--- src/rtl/landing_queue.sv ---
// Landing request FIFO feeding a single-runway dispatcher with a post-dispatch clearance window.
// Build macro EMERGENCY_PRIORITY_EN adds a one-entry class-3 emergency slot served ahead of the FIFO.
module landing_queue #(
  parameter int unsigned DEPTH        = 4,
  parameter int unsigned CLEAR_CYCLES = 8
) (
  input  logic       clk,
  input  logic       rst,
  input  logic       req_valid,
  output logic       req_ready,
  input  logic [1:0] req_class,
  input  logic [3:0] req_id,
  input  logic       runway_blocked,
  output logic       E,
  output logic [1:0] d,
  output logic [3:0] dispatch_id,
  output logic       busy,
  output logic [4:0] count
);
  localparam int unsigned PW = $clog2(DEPTH);

  typedef enum logic [1:0] {IDLE, DISPATCH, CLEAR} state_t;

  state_t        state_q, state_d;
  logic [5:0]    mem_q [DEPTH];
  logic [5:0]    mem_d [DEPTH];
  logic [PW-1:0] wr_ptr_q, wr_ptr_d, rd_ptr_q, rd_ptr_d;
  logic [4:0]    fifo_cnt_q, fifo_cnt_d;
  logic [7:0]    clr_cnt_q, clr_cnt_d;
  logic [1:0]    d_q, d_d;
  logic [3:0]    id_q, id_d;
  logic          fifo_ready, fifo_push, fifo_pop, launch;
`ifdef EMERGENCY_PRIORITY_EN
  logic          slot_v_q, slot_v_d, from_slot_q, from_slot_d, slot_push;
  logic [3:0]    slot_id_q, slot_id_d;
`endif

  always_comb begin
    state_d    = state_q;
    mem_d      = mem_q;
    wr_ptr_d   = wr_ptr_q;
    rd_ptr_d   = rd_ptr_q;
    clr_cnt_d  = clr_cnt_q;
    d_d        = d_q;
    id_d       = id_q;
    fifo_pop   = 1'b0;
    fifo_ready = (fifo_cnt_q < 5'(DEPTH));
`ifdef EMERGENCY_PRIORITY_EN
    slot_v_d    = slot_v_q;
    slot_id_d   = slot_id_q;
    from_slot_d = from_slot_q;
    slot_push   = req_valid && (req_class == 2'b11) && !slot_v_q;
    fifo_push   = req_valid && (req_class != 2'b11) && fifo_ready;
    req_ready   = (req_class == 2'b11) ? !slot_v_q : fifo_ready;
    count       = fifo_cnt_q + {4'b0000, slot_v_q};
`else
    fifo_push   = req_valid && fifo_ready;
    req_ready   = fifo_ready;
    count       = fifo_cnt_q;
`endif

    // The final CLEAR cycle makes the IDLE decision itself, so dispatches
    // stay CLEAR_CYCLES+1 apart instead of losing a cycle passing through IDLE.
    launch = (count != '0) && !runway_blocked &&
             ((state_q == IDLE) || ((state_q == CLEAR) && (clr_cnt_q == '0)));

    unique case (state_q)
      IDLE: begin
        if (launch) state_d = DISPATCH;
      end
      DISPATCH: begin
        state_d   = CLEAR;
        clr_cnt_d = 8'(CLEAR_CYCLES - 1);
`ifdef EMERGENCY_PRIORITY_EN
        if (from_slot_q) slot_v_d = 1'b0;
        else             fifo_pop = 1'b1;
`else
        fifo_pop = 1'b1;
`endif
      end
      CLEAR: begin
        if (clr_cnt_q == '0) state_d = launch ? DISPATCH : IDLE;
        else                 clr_cnt_d = clr_cnt_q - 8'd1;
      end
      default: state_d = IDLE;
    endcase

    if (launch) begin
      {d_d, id_d} = mem_q[rd_ptr_q];
`ifdef EMERGENCY_PRIORITY_EN
      from_slot_d = slot_v_q;
      if (slot_v_q) begin
        d_d  = 2'b11;
        id_d = slot_id_q;
      end
`endif
    end

`ifdef EMERGENCY_PRIORITY_EN
    if (slot_push) begin
      slot_v_d  = 1'b1;
      slot_id_d = req_id;
    end
`endif

    if (fifo_push) begin
      mem_d[wr_ptr_q] = {req_class, req_id};
      wr_ptr_d        = wr_ptr_q + PW'(1);
    end
    if (fifo_pop) rd_ptr_d = rd_ptr_q + PW'(1);
    fifo_cnt_d = fifo_cnt_q + 5'(fifo_push) - 5'(fifo_pop);
  end

  always_ff @(posedge clk) begin
    mem_q <= mem_d;
    if (rst) begin
      state_q     <= IDLE;
      wr_ptr_q    <= '0;
      rd_ptr_q    <= '0;
      fifo_cnt_q  <= '0;
      clr_cnt_q   <= '0;
      d_q         <= '0;
      id_q        <= '0;
`ifdef EMERGENCY_PRIORITY_EN
      slot_v_q    <= 1'b0;
      slot_id_q   <= '0;
      from_slot_q <= 1'b0;
`endif
    end else begin
      state_q     <= state_d;
      wr_ptr_q    <= wr_ptr_d;
      rd_ptr_q    <= rd_ptr_d;
      fifo_cnt_q  <= fifo_cnt_d;
      clr_cnt_q   <= clr_cnt_d;
      d_q         <= d_d;
      id_q        <= id_d;
`ifdef EMERGENCY_PRIORITY_EN
      slot_v_q    <= slot_v_d;
      slot_id_q   <= slot_id_d;
      from_slot_q <= from_slot_d;
`endif
    end
  end

  assign E           = (state_q == DISPATCH);
  assign busy        = (state_q != IDLE);
  assign d           = d_q;
  assign dispatch_id = id_q;
endmodule

--- config.mk ---
export PLATFORM = sky130hd
export DESIGN_NAME = landing_queue
export DESIGN_NICKNAME = d
export VERILOG_FILES = /design/src/rtl/landing_queue.sv
export SDC_FILE = /design/constraint.sdc
export NUM_CORES = 1
export LEC_CHECK = 0
export ABC_AREA = 1
export CAP_MARGIN = 30
export CORE_AREA = 3 3 71 73
export DETAILED_ROUTE_END_ITERATION = 8
export DIE_AREA = 0 0 74 76
export PLACE_DENSITY = 0.76
export SLEW_MARGIN = 20
export SYNTH_ARGS = -nofsm -noshare
export SYNTH_HDL_FRONTEND = slang
export SYNTH_SLANG_ARGS = --single-unit
--- constraint.sdc ---
create_clock -name clk -period 2.6 [get_ports clk]
set_clock_uncertainty 0.1 [all_clocks]
set_input_delay 0.39 -clock clk [delete_from_list [all_inputs] [get_ports clk]]
set_output_delay 0.39 -clock clk [all_outputs]
set_load 0.01 [all_outputs]
Word-level counts from Yosys, hierarchy flattened
Index checks and enable logic that the tools add are counted.
{"block": "totals", "ram_bits": 0, "input_bits": 10, "rom_bits": 0, "mem_count": 0, "reg_bits": 49, "latch_bits": 0}
{"block": "classes", "add_sub_neg": 5, "reduce_logical": 14, "bitwise_logic": 2, "order_cmp": 4, "n_eq_ne": 5, "n_div": 0, "shifts": 0, "n_mul": 0, "mux": 13}
{"op": "bitwise mux 24 bit", "n": 1}
{"op": "2-to-1 mux 6 bit", "n": 3}
{"op": "one-hot mux 8 bit (2 select lines)", "n": 1}
{"op": "binary-select mux 6 bit (select 2 bit)", "n": 1}
{"op": "demux 6 bit (select 2 bit)", "n": 1}
{"op": "zero test 8 bit", "n": 1}
{"op": "2-to-1 mux 8 bit", "n": 1}
{"op": "subtractor 8 x 1 -> 8 bit, second input constant", "n": 1}
{"op": ">= comparator 3 bit, second input constant", "n": 2}
{"op": "NOT 2 -> 3 bit", "n": 2}
{"op": "one-hot mux 2 bit (3 select lines)", "n": 1}
{"op": "adder 5 x 1 -> 5 bit", "n": 1}
{"op": "logical AND 1 bit", "n": 5}
{"op": "less-than comparator 5 x 3 -> 1 bit, second input constant", "n": 1}
{"op": "nonzero test 5 bit", "n": 1}
{"op": "subtractor 5 x 1 -> 5 bit", "n": 1}
{"op": "adder 2 x 1 -> 2 bit, second input constant", "n": 2}
{"op": "2-to-1 mux 2 bit", "n": 2}
{"op": "!= test 2 bit, second input constant", "n": 2}
{"op": "AND reduction 2 bit", "n": 2}
{"op": "nonzero test 2 bit", "n": 2}
{"op": "less-than comparator 3 x 1 -> 1 bit, second input constant", "n": 1}
{"op": "== test 2 x 1 -> 1 bit, second input constant", "n": 1}
{"op": "== test 2 bit, second input constant", "n": 1}
{"op": "5 further kinds", "n": 6}

Logic depth before layout (Yosys ltp)
{"block": "logic_depth", "depth_word": 7, "mapped_depth": 13, "mapped_depth_nobuf": 13}

Worst setup path after synthesis
OpenSTA, ideal clock, no wires.
{"block": "synth_path", "path_kind": "register to register", "startpoint": "reg fifo_cnt_q[3] (netlist: count[3])", "endpoint": "reg fifo_cnt_q[4] (netlist: count[4])", "slack_ps": 104, "synth_period_minus_slack_ps": 2496, "required_ps": 2380, "arrival_time_ps": 2276, "n_path_buf": 0, "path_stages_with_launch": 14, "cell_sequence": "dfxtp_1 inv_1 ha_1 inv_1 nor2_1 nand2_1 ha_1 inv_1 ha_1 fa_1 a21oi_1 o21bai_1 o21ai_0 a21oi_1"}
{"block": "synth_between", "elab_chain_cells": 4}
{"item": "from (decl)", "line_no": "28", "text": "logic [4:0] fifo_cnt_q, fifo_cnt_d;"}
{"item": "from (signal assigned)", "line_no": "133", "text": "fifo_cnt_q <= fifo_cnt_d;"}
{"item": "less-than comparator 5 x 3 -> 1 bit", "line_no": "47", "text": "fifo_ready = (fifo_cnt_q < 5'(DEPTH));"}
{"item": "via req_ready", "line_no": "10", "text": "output logic req_ready,"}
{"item": "logical AND 1 bit", "line_no": "57", "text": "fifo_push = req_valid && fifo_ready;"}
{"item": "adder 5 x 1 -> 5 bit", "line_no": "111", "text": "fifo_cnt_d = fifo_cnt_q + 5'(fifo_push) - 5'(fifo_pop);"}
{"item": "subtractor 5 x 1 -> 5 bit", "line_no": "111"}
The timed path passes the listed nets, and every way through them passes these cells.
A chain may end at the register's enable or synchronous reset.

Worst setup path after layout
{"block": "layout_path", "startpoint": "reg fifo_cnt_q[3] (netlist: count[3])", "endpoint": "reg fifo_cnt_q[4] (netlist: count[4])"}
{"block": "layout_between", "elab_chain_cells": 4}
{"item": "less-than comparator 5 x 3 -> 1 bit", "line_no": "47"}
{"item": "logical AND 1 bit", "line_no": "57"}
{"item": "adder 5 x 1 -> 5 bit (*)", "line_no": "111"}
{"item": "subtractor 5 x 1 -> 5 bit (*)", "line_no": "111"}
Mark *: on every way between the ends. The rest lies on a longest branch, timed or not.

==> results.md <==
- Largest net degree at the start of global routing: 17
- Fin. Hold Viols: 0
- Worst hold path class: flip-flop to flip-flop
- Total gr overflow: 0
- Worst path bufs/invs: 3
- Number of nets in the layout: about 340
- Root buffer selected by CTS: clkbuf_8
- Die width: 74 um
- Slew Limit Fails: 0
- DRC: 0
- Fraction of registers with async set/reset: 0%
- Final HPWL DP: ~3 mm
- Critical Path Max Stage Delay: 0.40 ns
- Slowest-stage cell, CP: fa_1
- Area after DPL: around 2700 um^2
- Hold-fix buffers, CTS: 0
- Worst Reg-to-Reg Cells: 13
- Fin crit share: about 92%
- WS Path Type: flip-flop to flip-flop
- H-tree lvl count: 2
- Setup WS pre-CTS: ~0.069 ns
- Critical Path Sink: count[4]
- Final design area excluding fillers: between 2000 and 3000 um^2
- Status: completed
- Power per Cell Area: 1035 nW/um^2
- Io pins: 24
- Post-synth top flop: dfxtp_1
- Mapped Cells: 291
- Top cell family by delay on the critical path: adder cells
- Post-synth cell types: 26
- GR Layer Usage met3: 3.958%
- Worst path depth: 13
- Min Hold Slack: between 0.3 and 0.4 ns
- Vias per cell: just under 5
- CTS tree: done
- Worst-Skew Late Latency: approximately 0.30 ns
- Syn_nets: approximately 320
- WL per Instance: 11.64 um
- R2R setup slack: between 0.2 and 0.25 ns
- Setup Viol. Count Final: 0
- Minimum clock period after layout: approximately 2.4 ns
- Slew margin rel.: around three fifths
- Syn avg cell area: approximately 8.4 um^2
- Type of origin of the critical path: flip-flop
- Fmax: ~420 MHz
- Area Growth Syn to Fin: 15.30%
- Met1 usage: 22.56%
- Cts bufs inserted: 5
- Layout cells sized above 1: roughly a tenth
- Chip Height: between 70 and 80 um
- CP Capture Type: flip-flop
- Postcts setup bufs: 0
- Number of global-route vias before repair: 1696
- Post-synth EDFFs: 24
- RSZ-0062 raised after global routing: no
- Leakage power: between 0.001 and 0.0015 uW
- # rows: 24
- Placeable Area: between 4000 and 5000 um^2
- RePlAce Congestion: 0.8434
- Initial DRC Count: roughly 120
- Non-Filler Instances: 372
- GRT Max-Usage Layer: met2
- Critical Path Source: count[3]
- Required @ worst endpoint: about 2.7 ns
- Clock Tree Buf Depth: 2
- Worst Path Max Fanout: 3
- Sink Count: about 50
- Worst slew pin tran: between 0.5 and 0.6 ns
- Initial core utilization: ~55%
- Post_cts resized: 0
- DR vias: 1805
- First-pass GRT wire length: 7.369 mm
- Port bufs: 23
- Reg-to-Reg End: count[4]
- Final WS setup: 0.2148 ns
- Total track usage: between 10% and 20%
- Netlist Area Pre-Place: ~2400 um^2
- Dpl cells: roughly 360
- Die area: around 5600 um^2
- WL final: 4.330 mm
- Clock slew at the register clock pins of the worst setup and hold paths: about 0.090 ns
- N_diodes: 0
- R2r startpoint: count[3]
- Yosys reg bits: between 40 and 50
- Crit-path cells: inv_1, ha_1, inv_1, nor2_1, nand2_1, ha_1, inv_1, ha_1, fa_1, a21oi_1, o21bai_1, o21ai_0, a21oi_1
- Peak VDD IR: 0.4827 mV
- Initial antenna violation count: 0
- Total negative slack: 0 ns
- Met2 Use GR: 25.44%
- Register area share after synthesis: 49.95%
- WP data arrival: 2.47 ns
- Post-route ant nets: 0
- Synth Warn #: 0
- First-pass DRT Iterations: 4
- Max-cap violations: 0
-- worst min-delay path by stage --
| stage | end | cells past startpoint | slack (ns) | startpoint |
|---|---|---|---|---|
| floorplan | clr_cnt_q[6] | 2 | 0.37 | clr_cnt_q[6] |
| CTS | d[0] | 2 | 0.40 | d[0] |
| finish | d[0] | 2 | 0.39 | d[0] |
| detailed placement | dispatch_id[2] | 2 | 0.38 | dispatch_id[2] |
| global placement | d[1] | 2 | 0.37 | d[1] |
| global route | dispatch_id[0] | 2 | 0.42 | dispatch_id[0] |
-- worst min-delay path, delay by kind of cell, from the launching register on --
family,cells,cell delay (ns)
AND/OR/NAND/NOR,1,0.05
flip-flops,1,0.32
AO/OA/AOI/OAI,1,0.09
-- power breakdown --
part | internal (uW) | total, uW | switching [uW] | leakage (uW)
clock | 284 | 532 | 248 | 0.0000528
sequential | 977 | 1090 | 108 | 0.000423
combinational | 558 | 1300 | 742 | 0.000798
-- flip-flops by register name, summed over array words and instances (netlist names) --
name and flops:
clr_cnt_q 8, count 5, d 2, dispatch_id 4, mem_q 24, rd_ptr_q 2, state_q 2, wr_ptr_q 2
-- per-layer routing --
metal / part of all wire, % / wire length (um) / vias up
met4: 1.4 / 61 / 0
met5: 0 / 0 / -
li1: - / - / 964
met2: 46 / 1996 / 22
met3: 3.2 / 137 / 5
met1: 49 / 2136 / 814
-- cells in the mapped netlist (2+ instances only) --
library cell | number | area, um^2
o21ai_0 | 9 | 45.04
a21oi_2 | 7 | 61.31
nand2_2 | 3 | 18.77
nand3_1 | 24 | 120.1
ha_1 | 13 | 162.7
a21oi_1 | 14 | 70.07
inv_1 | 53 | 198.9
nor2_2 | 2 | 12.51
dfxtp_1 | 25 | 500.5
edfxtp_1 | 24 | 720.7
inv_2 | 4 | 15.01
nand2_1 | 74 | 277.8
buf_2 | 3 | 15.01
nor2_1 | 24 | 90.09
-- final cells by class --
cell class,instances,area [um^2]
Clock inverter,2,33.78
Fill cell,383,1595
Sequential cell,49,1221
Timing Repair Buffer,27,260.3
Clock buffer,6,72.57
Inverter,58,220.2
Multi-Input combinational cell,178,945.9
Tap cell,52,65.06
-- layout by cell type, fill, tap and decap left out, types with 5 or more instances in the layout --
cell type | synthesis | layout
o21ai_0 | 9 | 9
ha_1 | 13 | 13
a21oi_1 | 14 | 14
dfxtp_1 | 25 | 25
clkbuf_8 | 0 | 5
clkdlybuf4s50_1 | 0 | 23
edfxtp_1 | 24 | 24
nand2_1 | 74 | 74
nor2_1 | 24 | 24
a21oi_2 | 7 | 7
inv_1 | 53 | 53
nand3_1 | 24 | 24
-- cells by family (layout without fill, tap and decap cells) --
| group | after synthesis | in the layout | synth area share [%] |
|---|---|---|---|
| AND/OR/NAND/NOR | 131 | 131 | 23.08 |
| buffers and inverters | 64 | 93 | 11.36 |
| XOR/XNOR | 1 | 1 | 0.3583 |
| flip-flops | 49 | 49 | 49.95 |
| AO/OA/AOI/OAI | 32 | 32 | 7.779 |
| adder cells (fa/ha/maj) | 14 | 14 | 7.472 |
-- metrics by stage --
step | total power, uW | utilization [%]
after floorplan | 2041 | -
after global placement | 2353 | 61.45
after detailed placement | 2393 | 61.45
after CTS | 2935 | 63.86
after global routing | 3166 | 63.86
final | 2918 | 63.86
No activity file was read; power rests on OpenSTA's default activity.
